===== config.mk =====
export PLATFORM = sky130hd
export DESIGN_NAME = axil_spi_master
export DESIGN_NICKNAME = d
export VERILOG_FILES = /design/src/rtl/axil_spi_master.sv
export SDC_FILE = /design/constraint.sdc
export NUM_CORES = 1
export LEC_CHECK = 0
export BUFFER_PORTS_ARGS = -buffer_cell sky130_fd_sc_hd__buf_4
export CORE_AREA = 2 2 220 222
export CTS_CLUSTER_DIAMETER = 150
export CTS_CLUSTER_SIZE = 12
export DETAILED_ROUTE_END_ITERATION = 8
export DIE_AREA = 0 0 222 224
export HOLD_SLACK_MARGIN = 0.06
export PLACE_DENSITY = 0.63
export SLEW_MARGIN = 20
export SYNTH_ARGS = -nofsm -noshare
export SYNTH_HDL_FRONTEND = slang
export SYNTH_SLANG_ARGS = --single-unit

===== constraint.sdc =====
create_clock -name ACLK -period 2.38 [get_ports ACLK]
set_clock_uncertainty 0.2 [all_clocks]
set_input_delay 0.357 -clock ACLK [delete_from_list [all_inputs] [get_ports ACLK]]
set_output_delay 0.357 -clock ACLK [all_outputs]
set_load 0.01 [all_outputs]

===== src/rtl/axil_spi_master.sv =====
// AXI4-Lite slave bridging to a single SPI master channel: programmable length,
// CPOL/CPHA, bit order, SCLK divider and per-transfer slave-select mask.
module axil_spi_master #(
  parameter int ADDR_W   = 8,
  parameter int MAX_BITS = 32,
  parameter int NUM_SS   = 8,
  parameter int DIV_W    = 8
) (
  input  logic              ACLK,
  input  logic              ARESET,
  input  logic [ADDR_W-1:0] AWADDR,
  input  logic              AWVALID,
  output logic              AWREADY,
  input  logic [31:0]       WDATA,
  input  logic [3:0]        WSTRB,
  input  logic              WVALID,
  output logic              WREADY,
  output logic [1:0]        BRESP,
  output logic              BVALID,
  input  logic              BREADY,
  input  logic [ADDR_W-1:0] ARADDR,
  input  logic              ARVALID,
  output logic              ARREADY,
  output logic [31:0]       RDATA,
  output logic [1:0]        RRESP,
  output logic              RVALID,
  input  logic              RREADY,
  output logic              SCLK,
  output logic              MOSI,
  input  logic              MISO,
  output logic [NUM_SS-1:0] SS
);
  typedef enum logic [1:0] {S_IDLE, S_LEAD, S_SHIFT, S_TRAIL} state_t;
  state_t r_state, w_next;

  logic              r_aw_full, r_w_full, r_bvalid, r_rvalid, r_done, r_ovr;
  logic [2:0]        r_aw_sel;
  logic [31:0]       r_wdata, r_rdata, r_ctrl;
  logic [3:0]        r_wstrb;
  logic [1:0]        r_bresp, r_rresp;
  logic [NUM_SS-1:0] r_ssmask, r_ss;
  logic [MAX_BITS-1:0] r_txdata, r_rxdata, r_tx_sh, r_rx_sh;
  logic              r_cpha, r_lsb, r_sclk, r_mosi;
  logic [5:0]        r_len_m1;
  logic [DIV_W-1:0]  r_div, r_cnt;
  logic [6:0]        r_edge;

  logic [31:0] w_wmask, w_ctrl_m, w_ctrl_new, w_tx_m32, w_ss_m32, w_rd_data;
  logic [1:0]  w_rd_resp, w_wr_resp;
  logic [MAX_BITS-1:0] w_tx_merge, w_tx_al, w_tx_al_sh, w_sh_next, w_rx_next;
  logic w_busy, w_wr_exec, w_rd_hs, w_tx_start, w_tx_ovr, w_done_clr, w_ovr_clr;
  logic w_tick, w_last_edge, w_xfer_end, w_do_sample, w_head, w_first;
  logic w_unused;

  assign w_busy    = (r_state != S_IDLE);
  assign w_wr_exec = r_aw_full & r_w_full & ~r_bvalid;
  assign w_rd_hs   = ARVALID & ARREADY;
  assign w_wmask   = {{8{r_wstrb[3]}}, {8{r_wstrb[2]}}, {8{r_wstrb[1]}}, {8{r_wstrb[0]}}};
  assign w_ctrl_m  = (r_ctrl & ~w_wmask) | (r_wdata & w_wmask);
  assign w_tx_m32  = (32'(r_txdata) & ~w_wmask) | (r_wdata & w_wmask);
  assign w_ss_m32  = (32'(r_ssmask) & ~w_wmask) | (r_wdata & w_wmask);
  assign w_tx_merge = w_tx_m32[MAX_BITS-1:0];

  assign w_tx_start = w_wr_exec && (r_aw_sel == 3'd2) && !w_busy && (|r_wstrb);
  assign w_tx_ovr   = w_wr_exec && (r_aw_sel == 3'd2) && w_busy;
  assign w_done_clr = (w_rd_hs && ARADDR[4:2] == 3'd3) ||
                      (w_wr_exec && r_aw_sel == 3'd1 && r_wstrb[0] && r_wdata[1]);
  assign w_ovr_clr  = w_wr_exec && r_aw_sel == 3'd1 && r_wstrb[0] && r_wdata[2];
  assign w_wr_resp  = (r_aw_sel > 3'd4 || w_tx_ovr) ? 2'b10 : 2'b00;

  // MSB-first words are left-aligned so the head bit is always at the top
  assign w_tx_al    = r_ctrl[2] ? w_tx_merge : w_tx_merge << (MAX_BITS-1-int'(r_ctrl[13:8]));
  assign w_tx_al_sh = r_ctrl[2] ? w_tx_al >> 1 : w_tx_al << 1;
  assign w_first    = r_ctrl[2] ? w_tx_al[0] : w_tx_al[MAX_BITS-1];
  assign w_head     = r_lsb ? r_tx_sh[0] : r_tx_sh[MAX_BITS-1];
  assign w_sh_next  = r_lsb ? r_tx_sh >> 1 : r_tx_sh << 1;
  assign w_rx_next  = r_lsb ? (r_rx_sh >> 1) | (MAX_BITS'(MISO) << (MAX_BITS-1))
                            : (r_rx_sh << 1) | MAX_BITS'(MISO);

  assign w_tick      = (r_cnt == r_div);
  assign w_last_edge = (r_edge == {r_len_m1, 1'b1});
  assign w_xfer_end  = (r_state == S_TRAIL) && w_tick;
  // even edges are leading; CPHA selects which edge samples
  assign w_do_sample = r_cpha ? r_edge[0] : ~r_edge[0];

  assign w_unused = ^{AWADDR, ARADDR, w_ctrl_m, w_tx_m32, w_ss_m32};

  always_comb begin
    w_ctrl_new         = '0;
    w_ctrl_new[2:0]    = w_ctrl_m[2:0];
    w_ctrl_new[13:8]   = (w_ctrl_m[13:8] >= 6'(MAX_BITS)) ? 6'(MAX_BITS-1) : w_ctrl_m[13:8];
    w_ctrl_new[16 +: DIV_W] = w_ctrl_m[16 +: DIV_W];
  end

  always_comb begin
    w_rd_data = '0;
    w_rd_resp = 2'b00;
    case (ARADDR[4:2])
      3'd0:    w_rd_data = r_ctrl;
      3'd1:    w_rd_data = {29'd0, r_ovr, r_done, w_busy};
      3'd2:    w_rd_data = '0;
      3'd3:    w_rd_data = 32'(r_rxdata);
      3'd4:    w_rd_data = 32'(r_ssmask);
      default: w_rd_resp = 2'b10;
    endcase
  end

  assign AWREADY = ~ARESET & ~r_aw_full & ~r_bvalid;
  assign WREADY  = ~ARESET & ~r_w_full & ~r_bvalid;
  assign ARREADY = ~ARESET & ~r_rvalid;
  assign BVALID  = r_bvalid;
  assign BRESP   = r_bresp;
  assign RVALID  = r_rvalid;
  assign RDATA   = r_rdata;
  assign RRESP   = r_rresp;
  assign SCLK    = r_sclk;
  assign MOSI    = r_mosi;
  assign SS      = r_ss;

  always_ff @(posedge ACLK) begin
    if (ARESET) begin
      r_aw_full <= 1'b0; r_w_full <= 1'b0; r_aw_sel <= '0;
      r_wdata <= '0; r_wstrb <= '0;
      r_bvalid <= 1'b0; r_bresp <= '0;
      r_rvalid <= 1'b0; r_rresp <= '0; r_rdata <= '0;
      r_ctrl <= '0; r_ssmask <= NUM_SS'(1); r_txdata <= '0; r_rxdata <= '0;
      r_done <= 1'b0; r_ovr <= 1'b0;
    end else begin
      if (AWVALID && AWREADY) begin r_aw_full <= 1'b1; r_aw_sel <= AWADDR[4:2]; end
      if (WVALID && WREADY) begin r_w_full <= 1'b1; r_wdata <= WDATA; r_wstrb <= WSTRB; end
      if (r_bvalid && BREADY) r_bvalid <= 1'b0;
      if (w_wr_exec) begin
        r_aw_full <= 1'b0;
        r_w_full  <= 1'b0;
        r_bvalid  <= 1'b1;
        r_bresp   <= w_wr_resp;
        case (r_aw_sel)
          3'd0:    r_ctrl <= w_ctrl_new;
          3'd2:    if (!w_busy) r_txdata <= w_tx_merge;
          3'd4:    r_ssmask <= w_ss_m32[NUM_SS-1:0];
          default: ;
        endcase
      end
      if (r_rvalid && RREADY) r_rvalid <= 1'b0;
      if (w_rd_hs) begin r_rvalid <= 1'b1; r_rdata <= w_rd_data; r_rresp <= w_rd_resp; end
      // setting wins over a same-cycle clear
      if (w_xfer_end)      r_done <= 1'b1;
      else if (w_done_clr) r_done <= 1'b0;
      if (w_tx_ovr)        r_ovr <= 1'b1;
      else if (w_ovr_clr)  r_ovr <= 1'b0;
      if (w_xfer_end)
        r_rxdata <= r_lsb ? (r_rx_sh >> (MAX_BITS-1-int'(r_len_m1))) : r_rx_sh;
    end
  end

  always_ff @(posedge ACLK) begin
    if (ARESET) r_state <= S_IDLE;
    else        r_state <= w_next;
  end

  always_comb begin
    w_next = r_state;
    case (r_state)
      S_IDLE:  if (w_tx_start) w_next = S_LEAD;
      S_LEAD:  if (w_tick) w_next = S_SHIFT;
      S_SHIFT: if (w_tick && w_last_edge) w_next = S_TRAIL;
      S_TRAIL: if (w_tick) w_next = S_IDLE;
      default: w_next = S_IDLE;
    endcase
  end

  always_ff @(posedge ACLK) begin
    if (ARESET) begin
      r_sclk <= 1'b0; r_mosi <= 1'b0; r_ss <= '1;
      r_cnt <= '0; r_edge <= '0; r_tx_sh <= '0; r_rx_sh <= '0;
      r_cpha <= 1'b0; r_lsb <= 1'b0; r_len_m1 <= '0; r_div <= '0;
    end else begin
      case (r_state)
        S_IDLE: begin
          r_sclk <= r_ctrl[0];
          r_ss   <= '1;
          r_cnt  <= '0;
          r_edge <= '0;
          if (w_tx_start) begin
            r_cpha   <= r_ctrl[1];
            r_lsb    <= r_ctrl[2];
            r_len_m1 <= r_ctrl[13:8];
            r_div    <= r_ctrl[16 +: DIV_W];
            r_ss     <= ~r_ssmask;
            r_rx_sh  <= '0;
            r_tx_sh  <= r_ctrl[1] ? w_tx_al : w_tx_al_sh;
            if (!r_ctrl[1]) r_mosi <= w_first;
          end
        end
        S_LEAD: r_cnt <= w_tick ? '0 : r_cnt + DIV_W'(1);
        S_SHIFT: begin
          r_cnt <= w_tick ? '0 : r_cnt + DIV_W'(1);
          if (w_tick) begin
            r_sclk <= ~r_sclk;
            r_edge <= r_edge + 7'd1;
            if (w_do_sample) r_rx_sh <= w_rx_next;
            else begin
              r_mosi  <= w_head;
              r_tx_sh <= w_sh_next;
            end
          end
        end
        S_TRAIL: begin
          r_cnt <= w_tick ? '0 : r_cnt + DIV_W'(1);
          if (w_tick) r_ss <= '1;
        end
        default: ;
      endcase
    end
  end
endmodule


== Word level (Yosys, flattened, before mapping) ==
Index checks and enable logic that the tools add are counted.

* Register bits: 277
* Word-level logic and storage cells: 173
* Input port bits: 60

* Equal/unequal tests: 20
* Shifts and indexed selects: 2
* Add/subtract/negate cells: 4
* Reduce and logical (&&, ||, !) cells: 42
* Bitwise logic cells: 27
* Magnitude comparators: 2
* Muxes and demuxes: 48

{| class="wikitable"
|+ Operators with widths
! operator !! number
|-
| $mux 32 || 12
|-
| $pmux 32 s2 || 2
|-
| $pmux 32 s4 || 1
|-
| $and 32x32->32 || 2
|-
| $not 32->32 || 1
|-
| $or 31x32->32 || 1
|-
| $or 32x1->32 || 1
|-
| $or 32x32->32 || 1
|-
| $pmux 8 s2 || 2
|-
| $shl 32x32->32 || 1
|-
| $shr 32x32->32 || 1
|-
| $and 24x24->24 || 1
|-
| $mux 8 || 3
|-
| $or 24x24->24 || 1
|-
| $mux 1 || 16
|-
| $ne 2x2->1 const B || 8
|-
| $logic_and 1x1->1 || 15
|-
| $pmux 7 s2 || 1
|-
| $reduce_bool 2->1 || 7
|-
| $sub 5x6->7 const A || 2
|-
| $mux 2 || 6
|-
| $reduce_and 4->1 || 3
|-
| $reduce_and 2->1 || 5
|-
| $eq 3x2->1 const B || 3
|-
| 29 further kinds || 49
|}

== Logic depth before layout (Yosys ltp) ==
Gate-level depths: netlist (run 1).

* Depth in word-level cells: 9
* Mapped depth: 10
* Depth with buffers taken out: 9

== Worst setup path before layout (run 1) ==
OpenSTA, ideal clock, no wires.

* Path kind: register -> register
* From: reg r_wstrb[1]
* To: reg r_tx_sh[26]
* Arrival time: 2278 ps
* Path slack: -229 ps
* Period minus slack after synthesis: 2609 ps
* Path buffers: 1
* Library setup time: 131 ps
* Stages on the path, launching flop included: 8
* Path through: dfxtp_1 > buf_6 > mux2_4 > mux4_2 > a221o_1 > a221o_1 > nor3b_2 > o22ai_1

* Longest elaborated chain between the ends: 9

{| class="wikitable"
|+ Ends and longest elaborated chain
! what !! line !! text
|-
| start: declaration || 39 || <nowiki>logic [3:0] r_wstrb;</nowiki>
|-
| start signal: assignment || 123 || <nowiki>r_wdata <= '0; r_wstrb <= '0;</nowiki>
|-
| start signal: assignment || 130 || <nowiki>if (WVALID && WREADY) begin r_w_full <= 1'b1; r_wdata <= WDATA; r_wstrb <= WSTRB; end</nowiki>
|-
| $not 32->32 || -- ||
|-
| $and 32x32->32 || 60 || <nowiki>assign w_tx_m32 = (32'(r_txdata) & ~w_wmask) | (r_wdata & w_wmask);</nowiki>
|-
| $or 32x32->32 || 60 ||
|-
| $shl 32x32->32 || 72 || <nowiki>assign w_tx_al = r_ctrl[2] ? w_tx_merge : w_tx_merge << (MAX_BITS-1-int'(r_ctrl[13:8]));</nowiki>
|-
| $mux 32 || 72 ||
|-
| $mux 32 || 73 || <nowiki>assign w_tx_al_sh = r_ctrl[2] ? w_tx_al >> 1 : w_tx_al << 1;</nowiki>
|-
| $mux 32 || 191 || <nowiki>r_tx_sh <= r_ctrl[1] ? w_tx_al : w_tx_al_sh;</nowiki>
|-
| $mux 32 || 184 || <nowiki>if (w_tx_start) begin</nowiki>
|-
| $pmux 32 s2 || 178 || <nowiki>case (r_state)</nowiki>
|-
| end signal: assignment || 191 ||
|-
| end signal: assignment || 204 || <nowiki>r_tx_sh <= w_sh_next;</nowiki>
|-
| end: declaration || 42 || <nowiki>logic [MAX_BITS-1:0] r_txdata, r_rxdata, r_tx_sh, r_rx_sh;</nowiki>
|}

Several ways; a longest one is shown, not always the timed one. The select of a mux whose other input is x is not followed.
A chain may end at the register's enable or synchronous reset.

== Worst setup path in the final report (run 1) ==
* From: reg r_wstrb[2]
* To: reg r_tx_sh[24]

The elaborated chain is that of the path after synthesis.

==> run metrics, run 1 <==
fmax=368.3 MHz; Die Ht=224 um; outcome=finished, violations left; worst slew margin relative to its limit=51.09%; Mean Syn Cell Area=8.465 um^2; Horiz. Die Dim=222 um; Hold Path Origin=ARESET; Setup violations, final=45; Pins Over Slew Limit=0; non-filler cells, final=2,986; post-layout min period=2715 ps; pre-CTS setup slack=-573.5 ps; final number of hold-violating endpoints=6; CTS Buf Count=26; # IOs=111; DRT iter0 DRCs=1,454; initial core utilization=34.79%; Layout Area Growth over Synthesis=43.61%; first-pass GRT wire length=100.7 mm; routed len/inst=22.11 um; gr busiest metal=met2; Yosys top cell by area=dfxtp_1; via count=17.11k; residual DRC count=0; R2R cell count=9; synthesized instance count=1,946; Reg clk slew, reported paths=70 ps; WHS Path Cells=2; RSZ-0062 raised after global routing=yes; routed vias/inst=5.729; vias in the first global route=16.89k; Total Wirelength=66.03 mm; Routed Antenna Nets=0; mapped cell area=0.01647 mm^2; worst skew pair latency=580 ps; Tot Pwr=10.81 mW; Crit Path Class=flop to flop; GRT overflow=0; ant diodes=0; HP Class=input pin to flop; cts hold-fix bufs=46; CTS H-tree lvls=1; met3 GRT Util=4.512%; R2R Path Start=r_wstrb[2]$_SDFFE_PP0P_; final worst slack=-335.2 ps; critical path endpoint category=flop; final hold slack=-72.36 ps; asr flop ratio synth=0%; CTS tree=yes; P per Cell Area=457.1 mW/mm^2; core outline area=0.04735 mm^2; clk buf depth=3; design area=0.02366 mm^2; Placer Congestion=1.009; worst ir drop on vdd=0.5434 mV; placed cell count=2,856; number of flops mapped to enable cells by yosys=0; share of layout cells above drive strength 1=37.24%; fin nets=2,436; Die Area=0.04973 mm^2; post-synth top area share=33.42%; Seq cells post-synth=275; sequential area share after synthesis=33.42%; Syn. warnings=0; post-synth cell types=85; initial antenna violation count=0; pin count of the biggest net entering global routing=107; worst-path maximum fanout=7; Post-DP Area=0.02033 mm^2; cell with the most instances after synthesis=nand2_1; Worst Setup Start Kind=flop; Leak=8.760 nW; Rows=80; CP arrival=2990 ps; Pre-Repair DR Iteration Count=6; violated checks=negative hold slack, negative setup slack; ys flop type=dfxtp_1; Final period util=114.1%; Post-synth top cells=292 x nand2_1, 275 x dfxtp_1, 216 x nor2_1; met2 usage=44.15%; Fillers=4,446; Worst EP required=2650 ps; largest cells by area after synthesis=dfxtp_1 33%, mux4_2 9.4%, mux2i_1 8.6%, nand2_1 6.7%, a21oi_1 5.2%; Clock Sinks=275; GRT Total Usage=25.79%; IO Port Bufs=98; max-cap violations=0; root buf cell=clkbuf_16; HPWL after DPL=48.28 mm; crit path from=r_wstrb[2]$_SDFFE_PP0P_; met1 global-route usage=31.96%; worst-margin pin slew=732.1 ps
-- layer usage --
| layer | wire length (um) | vias to the layer above | share of wire (%) |
|---|---|---|---|
| met3 | 4332 | 151 | 6.6 |
| li1 | - | 7967 | - |
| met1 | 26660 | 8395 | 40 |
| met4 | 3167 | 0 | 4.8 |
| met5 | 0 | - | 0 |
| met2 | 31880 | 594 | 48 |
-- logic make-up (layout without fill, tap and decap cells) --
logic type               count (synthesis)  after routing  synth area share, %
adder cells (fa/ha/maj)                  6              6               0.4557
XOR/XNOR                                26             26                1.382
multiplexers                           249            249                20.96
buffers and inverters                  183            607                4.656
other                                    1              2              0.02277
AO/OA/AOI/OAI                          485            485                19.83
AND/OR/NAND/NOR                        721            721                19.26
flip-flops                             275            275                33.42
-- registers in the layout, summed over array words and instances, names as in the netlist, 2 cells and up, named ones only --
| name | cells |
|---|---|
| r_div | 8 |
| r_wdata | 32 |
| r_ctrl | 6 |
| r_wstrb | 4 |
| r_state | 2 |
| r_cnt | 8 |
| r_aw_sel | 3 |
| r_rxdata | 32 |
| r_len_m1 | 6 |
| RDATA | 32 |
| r_txdata | 32 |
| r_rx_sh | 32 |
| SS | 8 |
| r_edge | 7 |
| r_tx_sh | 32 |
-- repair_timing --
item | CTS | global route
endpoints found under the hold margin | 55 | 7
endpoints found under the setup margin | 84 | 85
resized for setup | 272 | 121
pin swaps | 126 | 84
setup buffers | 51 | 20
gates cloned | 4 | 0
-- layout by cell type (no fill, tap or decap), types with 21 or more instances in the layout --
| cell | Yosys | routed |
|---|---|---|
| buf_12 | 0 | 32 |
| buf_4 | 8 | 418 |
| nor2_1 | 216 | 211 |
| o211ai_1 | 22 | 22 |
| a211oi_1 | 40 | 27 |
| a22o_1 | 25 | 24 |
| xor2_1 | 21 | 21 |
| mux4_2 | 69 | 71 |
| nand3_1 | 54 | 38 |
| nand2_1 | 292 | 271 |
| buf_6 | 3 | 52 |
| a22oi_1 | 38 | 27 |
| nand2b_1 | 23 | 21 |
| o21ai_0 | 46 | 28 |
| nor3_1 | 33 | 30 |
| mux2i_1 | 141 | 116 |
| clkbuf_16 | 0 | 26 |
| dlygate4sd3_1 | 0 | 46 |
| dfxtp_1 | 275 | 262 |
| a21oi_1 | 171 | 146 |
-- layout make-up --
type,count,area (um^2),share of cell area [%]
multi-input combinational,1489,11600,49.04
timing repair buffer,558,4999,21.13
inverter,20,80.08,0.3385
clock inverter,1,16.27,0.06876
sequential,275,5532,23.38
tap,615,769.5,3.253
clock buffer,28,658.1,2.782
-- final timing paths --
path | to | slack (ps)
hold / removal | r_tx_sh[6]$_SDFFE_PP0P_ | -70
setup reg to reg | r_tx_sh[24]$_SDFFE_PP0P_ | -340
hold reg to reg | RRESP[1]$_SDFFE_PP0P_ | 260
setup / recovery | r_tx_sh[24]$_SDFFE_PP0P_ | -340
-- worst max-delay path: stages, from the launching register on --
cell,delay [ps]
dfxtp_4,400
buf_12,140
mux2_4,330
buf_6,130
mux4_2,520
mux2i_4,250
o22ai_2,120
a2111oi_2,230
a211oi_1,80
a22o_1,220
-- through the flow --
| step | setup TNS, ps | utilization, % |
|---|---|---|
| after floorplan | -419.5 | - |
| after global placement | -18470 | 42.94 |
| after detailed placement | -20820 | 42.94 |
| after CTS | -6676 | 48.69 |
| after global routing | -11330 | 49.96 |
| final | -7640 | 49.96 |
-- power breakdown --
part	internal (mW)	switching, mW	leakage (nW)
Combinational	1.10	1.15	6.20
Sequential	4.70	0.0835	2.23
Clock	1.93	1.85	0.330
Power figures use the tool's default switching activity.
==> run 2: changes to the inputs <==
Settings changed: BUFFER_PORTS_ARGS -buffer_cell sky130_fd_sc_hd__buf_4 to default, CORE_AREA 2 2 220 222 to 2 2 260 262, DIE_AREA 0 0 222 224 to 0 0 262 264, DONT_BUFFER_PORTS from default to 1, PLACE_DENSITY 0.63 to 0.49.
==> run 2 against run 1 <==
  * The run still ends with negative hold slack, negative setup slack left
  * First-iteration DRC count is 13% lower
  * Cell count is 7.5% higher
  * Critical path depth is 1 lower
  * Highest routed layer unchanged
==> run metrics, run 2 (synthesized netlist as in run 1, its figures left out) <==
outcome=finished, violations left; violated checks=negative hold slack, negative setup slack; Rows=95 (+19%); initial core utilization=24.75% (-10 points); worst ir drop on vdd=0.5735 mV (+5.5%); P per Cell Area=460.5 mW/mm^2 (+0.73%); leading cell type in the layout, fill and taps excluded=buf_4; Leak=8.711 nW (-0.55%); DRT iter0 DRCs=1,262 (-13%); pin count of the biggest net entering global routing=258 (+140%); final hold slack=-297.3 ps (-224.9 ps); CTS tree=yes; via count=17.02k (-0.53%); CTS Buf Count=26 (unchanged); Die Area=0.06917 mm^2 (+39%); root buf cell=clkbuf_16; Layout Area Growth over Synthesis=43.49% (about the same); Pre-Repair DR Iteration Count=5 (-1); ant diodes=0 (unchanged); fmax=359.9 MHz (-2.3%); pre-CTS setup slack=-509.1 ps (+64.44 ps); critical path endpoint category=flop; core outline area=0.06656 mm^2 (+41%); worst-margin pin slew=494.8 ps (-237.3 ps); Total Wirelength=68.97 mm (+4.5%); RSZ-0062 raised after global routing=yes; final number of hold-violating endpoints=166 (+160); Reg clk slew, reported paths=70 ps (about the same); worst slew margin relative to its limit=66.79% (+16 points); IO Port Bufs=0 (-100%); Worst R2R End=r_tx_sh[26]$_SDFFE_PP0P_; Hold EP=r_done$_SDFFE_PP0P_; placed cell count=3,030 (+6.1%); worst-path maximum fanout=5 (-2); Hold Path Origin=ARESET; Tot Pwr=10.88 mW (+0.65%); WHS Path Cells=1 (-1); Fillers=6,872 (+55%); Routed Antenna Nets=0 (unchanged); HP Class=input pin to flop; Pins Over Slew Limit=0 (unchanged); max-cap violations=0 (unchanged); reg-to-reg setup timing slack=-400 ps (-60 ps); worst skew pair latency=580 ps (about the same); # IOs=111 (unchanged); non-filler cells, final=3,209 (+7.5%); residual DRC count=0 (unchanged); CTS H-tree lvls=1 (unchanged); Setup violations, final=40 (-11%); most frequent cells in the layout=357 x buf_4, 270 x nand2_1, 263 x dfxtp_1; vias in the first global route=16.62k (-1.6%); Die Ht=264 um (+18%); Worst Setup Start Kind=flop; HPWL after DPL=50.41 mm (+4.4%); final worst slack=-398.4 ps (-63.21 ps); GRT overflow=0 (unchanged); Horiz. Die Dim=262 um (+18%); R2R Path Start=r_wstrb[2]$_SDFFE_PP0P_; Setup TNS Final=-8048 ps (-408.0 ps); GRT Total Usage=19.18% (-6.6 points); CP arrival=3030 ps (+40 ps); Worst EP required=2630 ps (-20 ps); first-pass GRT wire length=103.1 mm (+2.4%); routed vias/inst=5.303 (-7.4%); Final period util=116.7% (+2.7 points); Clock Sinks=275 (unchanged); clk buf depth=3 (unchanged); Placer Congestion=0.9625 (-4.6%); fin nets=2,400 (-1.5%); post-layout min period=2778 ps (+63.21 ps); Crit Path Class=flop to flop; initial antenna violation count=0 (unchanged); routed len/inst=21.49 um (-2.8%); share of layout cells above drive strength 1=34.33% (-2.9 points); R2R cell count=8 (-1)
## run 2: cell types whose count changed in the layout (fill, tap and decap cells not counted), moves of 5 or more
cell / delta
a21oi_1: -6
buf_12: -9
buf_6: -7
mux2i_1: +6
or3_1: -6
buf_4: -61
dlygate4sd3_1: +36
or3_4: +6
a21oi_2: +10
mux2i_2: -5
nand3_1: +5
## run 2: power by group
part | switching [mW] | internal, mW
Clock | 1.87 | 1.94
Sequential | 0.0942 | 4.69
Combinational | 1.16 | 1.12
Total | 3.13 | 7.75
## run 2: area by class of cell
class | count | area [um^2] | area share [%]
clock inverters | 1 | 16.27 | 0.06882
clock buffers | 29 | 661.9 | 2.800
repair buffers | 522 | 4758 | 20.13
inverters | 20 | 77.57 | 0.3282
well taps | 873 | 1092 | 4.621
flip-flops and latches | 275 | 5538 | 23.43
multi-input cells | 1489 | 11490 | 48.62
## run 2: worst max-delay path by stage
stage          slack, ps  cells past startpoint                       end                     from
2_1_floorplan       -130                      7  r_tx_sh[26]$_SDFFE_PP0P_  r_wstrb[1]$_SDFFE_PP0P_
3_3_place_gp        -550                      9  r_tx_sh[16]$_SDFFE_PP0P_  r_wstrb[1]$_SDFFE_PP0P_
3_5_place_dp        -510                      8  r_tx_sh[16]$_SDFFE_PP0P_  r_wstrb[2]$_SDFFE_PP0P_
4_1_cts             -390                      8  r_tx_sh[26]$_SDFFE_PP0P_  r_wstrb[2]$_SDFFE_PP0P_
5_1_grt             -490                     10  r_tx_sh[25]$_SDFFE_PP0P_  r_wstrb[1]$_SDFFE_PP0P_
6_report            -400                      8  r_tx_sh[26]$_SDFFE_PP0P_  r_wstrb[2]$_SDFFE_PP0P_
## run 2: through the flow
stage | util (%) | instance area (um^2)
2_1_floorplan | - | 16570
3_3_place_gp | 29.98 | 19960
3_5_place_dp | 29.98 | 19960
4_1_cts | 34.24 | 22790
5_1_grt | 35.51 | 23640
6_report | 35.51 | 23640
## run 2: routing by layer
metal / wire [um] / vias up / GRT usage (%)
met1: 29600 / 8509 / 25.04
met3: 3312 / 102 / 2.207
met4: 2117 / 0 / 5.115
met2: 33950 / 503 / 33.25
met5: 0 / - / 0
li1: - / 7903 / -
## run 2: worst max-delay path, cell delays in order (launching register included)
cell     delay (ps)
dfxtp_4         370
buf_6           140
buf_6           110
mux2_4          310
mux4_2          490
a221o_1         410
a221o_1         380
nor3b_2         170
o22ai_1          90
## run 2: what timing repair did
action / 4_1_cts / 5_1_grt
cloned: 3 / 4
setup buffers: 45 / 26
pin swaps: 105 / 105
gates resized for setup: 237 / 130
endpoints found under the setup margin: 88 / 160
hold buffers: 76 / 6
endpoints found under the hold margin: 267 / 181
==> run 3: changes to the inputs <==
Settings changed: SETUP_SLACK_MARGIN from default to 0.05, SKIP_LAST_GASP from default to 1.
==> run 3 against run 2 <==
  * Die area stayed put
  * Clock-buffer cell count unchanged
  * Critical path type unchanged
  * Critical endpoint is now r_tx_sh[27]$_SDFFE_PP0P_
  * The flow still finishes with violations (negative hold slack, negative setup slack)
  * Combinational power decreased by 21%
  * Global-route usage fell by 0.49 points
  * Worst hold slack got worse by 13 ps
  * Critical path depth increased by 1
  * Worst setup slack got worse by 2.7 ps
  * Clock power hardly changed
  * Sequential power is essentially flat
  * Sequential cell count stayed put
==> run metrics, run 3 (synthesized netlist as in run 1, its figures left out) <==
outcome=finished, violations left; violated checks=negative hold slack, negative setup slack; Setup violations, final=72 (+80%); fmax=359.6 MHz (about the same); routed vias/inst=5.227 (-1.4%); max-cap violations=0 (unchanged); Horiz. Die Dim=262 um (unchanged); R2R cell count=9 (+1); WHS Path Cells=1 (unchanged); Final period util=116.9% (about the same); most frequent cells in the layout=366 x buf_4, 277 x nand2_1, 266 x dfxtp_1; CTS tree=yes; CTS H-tree lvls=1 (unchanged); Routed Antenna Nets=0 (unchanged); Pre-Repair DR Iteration Count=7 (+2); # IOs=111 (unchanged); CTS Buf Count=26 (unchanged); GRT Total Usage=18.69% (-0.49 points); post-layout min period=2781 ps (+2.713 ps); final number of hold-violating endpoints=162 (-2.4%); placed cell count=3,035 (+0.17%); DRT iter0 DRCs=1,378 (+9.2%); first-pass GRT wire length=100.3 mm (-2.7%); Total Wirelength=67.43 mm (-2.2%); root buf cell=clkbuf_16; reg-to-reg setup timing slack=-400 ps (about the same); pin count of the biggest net entering global routing=258 (unchanged); Worst R2R End=r_tx_sh[27]$_SDFFE_PP0P_; GRT overflow=0 (unchanged); Hold Path Origin=ARESET; worst-path maximum fanout=5 (unchanged); met1 global-route usage=24.34% (-0.70 points); R2R Path Start=r_wstrb[1]$_SDFFE_PP0P_; vias in the first global route=16.47k (-0.88%); Die Ht=264 um (unchanged); residual DRC count=0 (unchanged); critical path endpoint category=flop; IO Port Bufs=0 (unchanged); initial antenna violation count=0 (unchanged); RSZ-0062 raised after global routing=yes; Layout Area Growth over Synthesis=41.21%; Leak=8.554 nW (-1.8%); leading cell type in the layout, fill and taps excluded=buf_4; Hold EP=r_state[1]$_SDFFE_PP0P_; share of layout cells above drive strength 1=32.70% (-1.6 points); CP arrival=3110 ps (+80 ps); core outline area=0.06656 mm^2 (unchanged); via count=16.73k (-1.7%); Tot Pwr=10.42 mW (-4.3%); final worst slack=-401.1 ps (-2.713 ps); pre-CTS setup slack=-542.4 ps (-33.34 ps); fin nets=2,391 (-0.38%); Reg clk slew, reported paths=70 ps (about the same); routed len/inst=21.07 um (-2.0%); final hold slack=-310.8 ps (-13.48 ps); Setup TNS Final=-12,820 ps (-4771 ps); met2 usage=31.78% (-1.5 points); worst-margin pin slew=484.8 ps (-10.01 ps); clk buf depth=3 (unchanged); Rows=95 (unchanged); Die Area=0.06917 mm^2 (unchanged); non-filler cells, final=3,200 (-0.28%); Placer Congestion=0.9680 (+0.57%); gr busiest metal=met2; Pins Over Slew Limit=0 (unchanged); Clock Sinks=275 (unchanged); Worst EP required=2700 ps (+70 ps); Worst Setup Start Kind=flop; worst ir drop on vdd=0.5126 mV (-11%); P per Cell Area=448.0 mW/mm^2 (-2.7%); worst slew margin relative to its limit=67.17% (+0.38 points); HP Class=input pin to flop; worst skew pair latency=590 ps (about the same); HPWL after DPL=49.94 mm (-0.93%); Crit Path Class=flop to flop; ant diodes=0 (unchanged); met3 GRT Util=2.619% (+0.41 points); initial core utilization=24.75% (unchanged)
==> run 3: changes by cell type in the layout (fill, tap and decap cells not counted), sizes merged <==
cell	change
clkinvlp	+1
buf	-13
dlygate4sd3	+6
inv	-1
clkbuf	-2
==> run 3: worst max path at each step <==
| stage | to | startpoint | cells past startpoint | slack, ps |
|---|---|---|---|---|
| 2_1_floorplan | r_tx_sh[26]$_SDFFE_PP0P_ | r_wstrb[1]$_SDFFE_PP0P_ | 7 | -130 |
| 3_3_place_gp | r_tx_sh[3]$_SDFFE_PP0P_ | r_wstrb[0]$_SDFFE_PP0P_ | 10 | -520 |
| 3_5_place_dp | r_tx_sh[3]$_SDFFE_PP0P_ | r_wstrb[0]$_SDFFE_PP0P_ | 10 | -540 |
| 4_1_cts | r_tx_sh[20]$_SDFFE_PP0P_ | r_wstrb[1]$_SDFFE_PP0P_ | 9 | -360 |
| 5_1_grt | r_tx_sh[24]$_SDFFE_PP0P_ | r_wstrb[1]$_SDFFE_PP0P_ | 9 | -430 |
| 6_report | r_tx_sh[27]$_SDFFE_PP0P_ | r_wstrb[1]$_SDFFE_PP0P_ | 9 | -400 |
==> run 3: area by class of cell <==
| type | instances | area [um^2] |
|---|---|---|
| Clock buffer | 29 | 661.9 |
| Clock inverter | 1 | 16.27 |
| Fill cell | 6850 | 43300 |
| Inverter | 20 | 83.83 |
| Multi-Input combinational cell | 1489 | 11360 |
| Sequential cell | 275 | 5534 |
| Tap cell | 873 | 1092 |
| Timing Repair Buffer | 513 | 4511 |
==> run 3: timing repair <==
| item | in CTS | in global routing |
|---|---|---|
| buffers inserted | 30 | 15 |
| gates cloned | 3 | 2 |
| endpoints found under the setup margin | 92 | 174 |
| hold endpoints to repair | 264 | 174 |
| resized for setup | 173 | 129 |
| pin swaps | 64 | 82 |
| hold buffers | 77 | 11 |
==> run 3: worst max-delay path, stage by stage (launching register included) <==
cell,delay (ps)
dfxtp_4,400
buf_12,160
mux2i_4,200
buf_6,130
mux4_2,540
buf_4,180
a211oi_1,320
a221oi_2,100
a311o_1,350
a21oi_2,130
==> run 3: report_power, final <==
| group | switching (mW) | internal [mW] |
|---|---|---|
| Clock | 1.87 | 1.94 |
| Sequential | 0.0963 | 4.69 |
| Combinational | 0.975 | 0.840 |
| Total | 2.94 | 7.47 |
==> run 3: stage by stage <==
step | hold slack [ps] | utilization, % | instance area (um^2)
after global routing | -328.6 | 34.94 | 23260
after global placement | 250.0 | 29.98 | 19960
after CTS | -369.9 | 33.69 | 22430
after floorplan | 237.3 | - | 16590
final | -310.8 | 34.94 | 23260
after detailed placement | 248.7 | 29.98 | 19960
==> run 3: routing by layer <==
metal	share of wire, %	wire length, um
met5	0	0
met4	3.5	2338
met3	4.9	3325
met2	48	32390
met1	44	29380
